**src/rtl/reg_file_writeback_if.sv**
```systemverilog
// Writeback bus: ALU and load result streams in, register-file write port
// and hazard pending queries out.
interface reg_file_writeback_if #(
  parameter int DW = 32,
  parameter int AW = 5
);
  logic          alu_valid;
  logic          alu_ready;
  logic [AW-1:0] alu_reg;
  logic [DW-1:0] alu_data;
  logic          mem_valid;
  logic          mem_ready;
  logic [AW-1:0] mem_reg;
  logic [DW-1:0] mem_data;
  logic          wr_en;
  logic [AW-1:0] wr_reg;
  logic [DW-1:0] wr_data;
  logic [AW-1:0] chk_reg_1;
  logic [AW-1:0] chk_reg_2;
  logic          pending_1;
  logic          pending_2;

  modport slave (
    input  alu_valid, alu_reg, alu_data,
    input  mem_valid, mem_reg, mem_data,
    input  chk_reg_1, chk_reg_2,
    output alu_ready, mem_ready,
    output wr_en, wr_reg, wr_data,
    output pending_1, pending_2
  );

  modport master (
    output alu_valid, alu_reg, alu_data,
    output mem_valid, mem_reg, mem_data,
    output chk_reg_1, chk_reg_2,
    input  alu_ready, mem_ready,
    input  wr_en, wr_reg, wr_data,
    input  pending_1, pending_2
  );
endinterface

```
**src/rtl/reg_file_writeback.sv**
```systemverilog
// Register-file write initiator: merges ALU and buffered load results into
// one registered write per cycle, with pending-write hazard queries.
module reg_file_writeback #(
  parameter int DATA_WIDTH = 32,
  parameter int ADDR_WIDTH = 5,
  parameter int FIFO_DEPTH = 4
) (
  input logic                 clk,
  input logic                 rst_n,
  reg_file_writeback_if.slave wb
);
  localparam int PW = $clog2(FIFO_DEPTH);
  localparam int CW = PW + 1;

  logic [ADDR_WIDTH-1:0] r_fifo_reg  [FIFO_DEPTH];
  logic [DATA_WIDTH-1:0] r_fifo_data [FIFO_DEPTH];
  logic [PW-1:0]         r_rd_ptr;
  logic [PW-1:0]         r_wr_ptr;
  logic [CW-1:0]         r_count;
  logic                  r_wr_en;
  logic [ADDR_WIDTH-1:0] r_wr_reg;
  logic [DATA_WIDTH-1:0] r_wr_data;

  logic          w_full;
  logic          w_empty;
  logic          w_alu_fire;
  logic          w_mem_fire;
  logic          w_enq;
  logic          w_deq;
  logic          w_alu_wr;
  logic [PW-1:0] w_off;
  logic          w_hit_1;
  logic          w_hit_2;

  assign w_full  = (r_count == CW'(FIFO_DEPTH));
  assign w_empty = (r_count == '0);

  assign wb.alu_ready = rst_n & ~w_full;
  assign wb.mem_ready = rst_n & ~w_full;

  assign w_alu_fire = wb.alu_valid & wb.alu_ready;
  assign w_mem_fire = wb.mem_valid & wb.mem_ready;
  assign w_enq      = w_mem_fire & (wb.mem_reg != '0);
  assign w_alu_wr   = w_alu_fire & (wb.alu_reg != '0);

  // Head wins when full or ALU idle; exclusive with an ALU grant by construction.
  assign w_deq = ~w_empty & (w_full | ~wb.alu_valid);

  always_ff @(posedge clk) begin
    if (!rst_n) begin
      r_rd_ptr  <= '0;
      r_wr_ptr  <= '0;
      r_count   <= '0;
      r_wr_en   <= 1'b0;
      r_wr_reg  <= '0;
      r_wr_data <= '0;
    end else begin
      if (w_enq) begin
        r_fifo_reg[r_wr_ptr]  <= wb.mem_reg;
        r_fifo_data[r_wr_ptr] <= wb.mem_data;
        r_wr_ptr              <= r_wr_ptr + PW'(1);
      end
      if (w_deq) begin
        r_rd_ptr <= r_rd_ptr + PW'(1);
      end
      r_count <= r_count + CW'(w_enq) - CW'(w_deq);
      r_wr_en <= w_deq | w_alu_wr;
      if (w_deq) begin
        r_wr_reg  <= r_fifo_reg[r_rd_ptr];
        r_wr_data <= r_fifo_data[r_rd_ptr];
      end else if (w_alu_wr) begin
        r_wr_reg  <= wb.alu_reg;
        r_wr_data <= wb.alu_data;
      end
    end
  end

  // An entry is live when its distance from the head is below count.
  always_comb begin
    w_off   = '0;
    w_hit_1 = r_wr_en & (r_wr_reg == wb.chk_reg_1);
    w_hit_2 = r_wr_en & (r_wr_reg == wb.chk_reg_2);
    for (int i = 0; i < FIFO_DEPTH; i++) begin
      w_off = PW'(i) - r_rd_ptr;
      if (CW'(w_off) < r_count) begin
        if (r_fifo_reg[i] == wb.chk_reg_1) w_hit_1 = 1'b1;
        if (r_fifo_reg[i] == wb.chk_reg_2) w_hit_2 = 1'b1;
      end
    end
  end

  assign wb.pending_1 = (wb.chk_reg_1 != '0) & w_hit_1;
  assign wb.pending_2 = (wb.chk_reg_2 != '0) & w_hit_2;

  assign wb.wr_en   = r_wr_en;
  assign wb.wr_reg  = r_wr_reg;
  assign wb.wr_data = r_wr_data;
endmodule

```
**src/flat_wrapper.sv**
```systemverilog
// flat-port wrapper written by rule: the top's interface ports become plain ports
module reg_file_writeback_flat 
#(
  parameter int DATA_WIDTH = 32,
  parameter int ADDR_WIDTH = 5,
  parameter int FIFO_DEPTH = 4
)
  (clk, rst_n, wb_alu_valid, wb_alu_reg, wb_alu_data, wb_mem_valid, wb_mem_reg, wb_mem_data, wb_chk_reg_1, wb_chk_reg_2, wb_alu_ready, wb_mem_ready, wb_wr_en, wb_wr_reg, wb_wr_data, wb_pending_1, wb_pending_2);
  reg_file_writeback_if wb_i ();
  input logic clk;
  input logic rst_n;
  input wire logic [$bits(wb_i.alu_valid)-1:0] wb_alu_valid;
  input wire logic [$bits(wb_i.alu_reg)-1:0] wb_alu_reg;
  input wire logic [$bits(wb_i.alu_data)-1:0] wb_alu_data;
  input wire logic [$bits(wb_i.mem_valid)-1:0] wb_mem_valid;
  input wire logic [$bits(wb_i.mem_reg)-1:0] wb_mem_reg;
  input wire logic [$bits(wb_i.mem_data)-1:0] wb_mem_data;
  input wire logic [$bits(wb_i.chk_reg_1)-1:0] wb_chk_reg_1;
  input wire logic [$bits(wb_i.chk_reg_2)-1:0] wb_chk_reg_2;
  output wire logic [$bits(wb_i.alu_ready)-1:0] wb_alu_ready;
  output wire logic [$bits(wb_i.mem_ready)-1:0] wb_mem_ready;
  output wire logic [$bits(wb_i.wr_en)-1:0] wb_wr_en;
  output wire logic [$bits(wb_i.wr_reg)-1:0] wb_wr_reg;
  output wire logic [$bits(wb_i.wr_data)-1:0] wb_wr_data;
  output wire logic [$bits(wb_i.pending_1)-1:0] wb_pending_1;
  output wire logic [$bits(wb_i.pending_2)-1:0] wb_pending_2;
  assign wb_i.alu_valid = wb_alu_valid;
  assign wb_i.alu_reg = wb_alu_reg;
  assign wb_i.alu_data = wb_alu_data;
  assign wb_i.mem_valid = wb_mem_valid;
  assign wb_i.mem_reg = wb_mem_reg;
  assign wb_i.mem_data = wb_mem_data;
  assign wb_i.chk_reg_1 = wb_chk_reg_1;
  assign wb_i.chk_reg_2 = wb_chk_reg_2;
  assign wb_alu_ready = wb_i.alu_ready;
  assign wb_mem_ready = wb_i.mem_ready;
  assign wb_wr_en = wb_i.wr_en;
  assign wb_wr_reg = wb_i.wr_reg;
  assign wb_wr_data = wb_i.wr_data;
  assign wb_pending_1 = wb_i.pending_1;
  assign wb_pending_2 = wb_i.pending_2;
  reg_file_writeback #(.DATA_WIDTH(DATA_WIDTH), .ADDR_WIDTH(ADDR_WIDTH), .FIFO_DEPTH(FIFO_DEPTH)) u_core (.clk(clk), .rst_n(rst_n), .wb(wb_i));
endmodule
```
**config.mk**
```make
export PLATFORM = sky130hd
export DESIGN_NAME = reg_file_writeback_flat
export DESIGN_NICKNAME = d
export VERILOG_FILES = /design/src/rtl/reg_file_writeback_if.sv /design/src/rtl/reg_file_writeback.sv /design/src/flat_wrapper.sv
export SDC_FILE = /design/constraint.sdc
export NUM_CORES = 1
export LEC_CHECK = 0
export CELL_PAD_IN_SITES_DETAIL_PLACEMENT = 0
export CELL_PAD_IN_SITES_GLOBAL_PLACEMENT = 2
export CORE_MARGIN = 2
export CORE_UTILIZATION = 40
export CTS_BUF_LIST = sky130_fd_sc_hd__clkbuf_8
export CTS_CLUSTER_DIAMETER = 150
export DETAILED_ROUTE_END_ITERATION = 16
export GPL_ROUTABILITY_DRIVEN = 0
export MAX_ROUTING_LAYER = met4
export PLACE_DENSITY = 0.87
export SYNTH_ARGS = -nofsm -noshare
export SYNTH_HDL_FRONTEND = slang
export SYNTH_SLANG_ARGS = --single-unit
```
**constraint.sdc**
```tcl
create_clock -name clk -period 6.7 [get_ports clk]
set_input_delay 0.67 -clock clk [delete_from_list [all_inputs] [get_ports clk]]
set_output_delay 0.67 -clock clk [all_outputs]
set_load 0.02 [all_outputs]
```
==> flow_summary.json <==
{
  "critPathKind": "flop to primary output",
  "cpPeakStageDelay_ns": 0.60,
  "period_share": 0.550,
  "cts_inserted_buffers": 17,
  "cts_root_buffer": "clkbuf_8",
  "route.vias.total": 4684,
  "hp-class": "flop to flop",
  "ios": 130,
  "cp.arrival_ns": 3.02,
  "slowest_stage": "clkdlybuf4s50_1",
  "cts_hold_buffers": 0,
  "fill_cells": 1718,
  "fin_worst_skew_ns": 0.0112,
  "endpoint_kind": "primary output",
  "route.detailed.drc": 0,
  "synth_ff_type": "edfxtp_1",
  "worst_pin_slew_ns": 1.02,
  "final_util": 0.503,
  "fp.coreArea_um2": 20400,
  "ys_top_cells_by_area": "edfxtp_1 (53%), dfxtp_1 (11%), mux4_2 (10%)",
  "avgSynthCellArea_um2": 16.2,
  "grt_pass1_vias": 5024,
  "fin_tns_setup_ns": 0,
  "netlist_area_um2": 8370,
  "rsz0062_at_grt": "false",
  "synth.distinct_cells": 38,
  "outcome": "complete, no violations",
  "crit_path_max_fanout": 4,
  "synth_top_area_frac": 0.531,
  "max_cap_violations": 0,
  "htree_levels": 4,
  "drtIter0Drc": 243,
  "path_cells": "inv_1 -> ha_1 -> a21boi_0 -> o21ai_1 -> nand3_1 -> nor4_1 -> o22a_1 -> clkdlybuf4s50_1",
  "cts.reportedPaths.clkPinSlew_ns": 0.09,
  "ys_ff_latch": 195,
  "gr-total-overflow": 0,
  "synthArstFlopShare": 0,
  "grt_pass1_wl_um": 26900,
  "crit_required_ns": 6.03,
  "yosys.cell_count.top_type": "edfxtp_1",
  "period_needed_ns": 3.69,
  "nets": 730,
  "synth_fp_nets": 615,
  "antenna_found_initial": 0,
  "io_buffers": 129,
  "dr.pass1.iters": 5,
  "dp_slack_ns": 3.21,
  "fmax_mhz": 271,
  "synth_edf_count": 148,
  "yosysWarnings": 0,
  "report.final.hold_viol_count": 0,
  "p_per_area_nw_per_um2": 350,
  "slew_headroom": 0.320,
  "antenna_cells": 0,
  "syn_inst": 516,
  "grt_usage": 0.166,
  "die_w_um": 149,
  "post-cts-setup-buffers": 0,
  "num_rows": 52,
  "grt_max_degree": 76,
  "cp-start-kind": "flop",
  "synthTopCellsByCount": "edfxtp_1 (148), dfxtp_1 (47), nand2_1 (41)",
  "drt_wl_total_um": 17300,
  "r2r_slack_ns": 3.76,
  "viasPerCell": 5.12,
  "ctsResizeCount": 0,
  "clkSinkCount": 195,
  "initial_core_util": 0.411,
  "cts_tree": "done",
  "ys_seq_area_frac": 0.643,
  "largest_reg_flops": 128,
  "clock_latency_ns": 0.46,
  "holdWs_ns": 0.507,
  "vdd_drop_max_mv": 0.249,
  "layout-drive-gt1-share": 0.129,
  "wl_per_cell_um": 18.9,
  "setup_viol": 0,
  "antenna_left": 0,
  "clk_path_buf_depth": 2,
  "p_leak_uw": 0.00372,
  "final.setup.worst_slack_ns": 3.01,
  "slew_violations": 0,
  "fp.dieH_um": 149,
  "die_area_um2": 22100,
  "yosys.area.top_type": "edfxtp_1",
  "area_growth_syn_to_layout_pct": 22.3,
  "hpwlAfterDp_um": 11400
}
## power by group
group          total, uW  leakage (uW)  internal [uW]  switching, uW
clock network        803      0.000206            381            422
registers           1570       0.00173           1450            117
logic               1210       0.00179            608            604
## cell families after synthesis
| family | count (synthesis) | share of synthesized area |
|---|---|---|
| xor gates and xnor gates | 56 | 0.0586 |
| DFF | 195 | 0.643 |
| buffers and inverters | 45 | 0.0297 |
| and+or+nand+nor | 83 | 0.0481 |
| AOI/OAI and AO/OA | 51 | 0.0564 |
| adders and majority gates | 11 | 0.0173 |
| muxes | 75 | 0.146 |
## cell type report
| cell class | count | area (um2) | share of cell area |
|---|---|---|---|
| clock inverters | 15 | 198 | 0.0193 |
| clock buffers | 17 | 234 | 0.0228 |
| inverters | 9 | 33.8 | 0.00330 |
| multi-input cells | 276 | 2740 | 0.268 |
| repair buffers | 132 | 1310 | 0.128 |
| flip-flops and latches | 195 | 5390 | 0.526 |
| well taps | 270 | 338 | 0.0330 |
## worst max-delay path: cells and delay by family (launching register included)
family,cells,cell delay [ns]
compound gates,3,0.62
flops,1,0.47
buf+inv,2,0.75
fa+ha+maj,1,0.33
simple gates,2,0.40
## metrics by stage
stage / area (um2) / cells / power [uW]
floorplan: 8370 / 516 / 2440
global placement: 9810 / 882 / 2810
detailed placement: 9810 / 882 / 2830
CTS: 10200 / 914 / 3640
global route: 10200 / 914 / 3780
finish: 10200 / 914 / 3580
## worst paths after layout
| kind | from | to | cells after the start |
|---|---|---|---|
| hold / removal | u_core.wb.wr_data[0] | u_core.wb.wr_data[0] | 1 |
| setup / recovery | u_core.r_count[1] | wb_pending_1 | 8 |
| hold reg to reg | u_core.wb.wr_data[0] | u_core.wb.wr_data[0] | 1 |
| setup reg to reg | u_core.r_count[0] | u_core.r_count[2] | 11 |
## cells in the final DEF, fill, tap and decap left out, types with 3 or more instances in the layout
cell	Yosys	final
dfxtp_1	47	45
mux2i_1	37	37
nand2_1	41	41
and2_2	0	4
xor2_1	37	37
inv_8	0	5
nor4_1	4	4
nor2_1	3	3
clkbuf_8	0	17
inv_1	8	8
nand4_1	6	6
bufinv_16	0	3
nand3_1	4	4
xnor2_1	19	19
o211a_1	37	37
ha_1	10	10
clkdlybuf4s50_1	0	128
buf_4	6	3
mux4_2	37	37
edfxtp_1	148	148
nor3_1	7	7
clkinvlp_4	0	4
and2_1	11	7
## per-layer routing
layer	GRT usage	vias to the layer above	part of all wire
met2	0.273	142	0.49
li1	-	2192	-
met4	0.0400	0	0.011
met3	0.0439	18	0.065
met5	-	-	0
met1	0.208	2332	0.44
No activity file was read; power rests on OpenSTA's default activity.
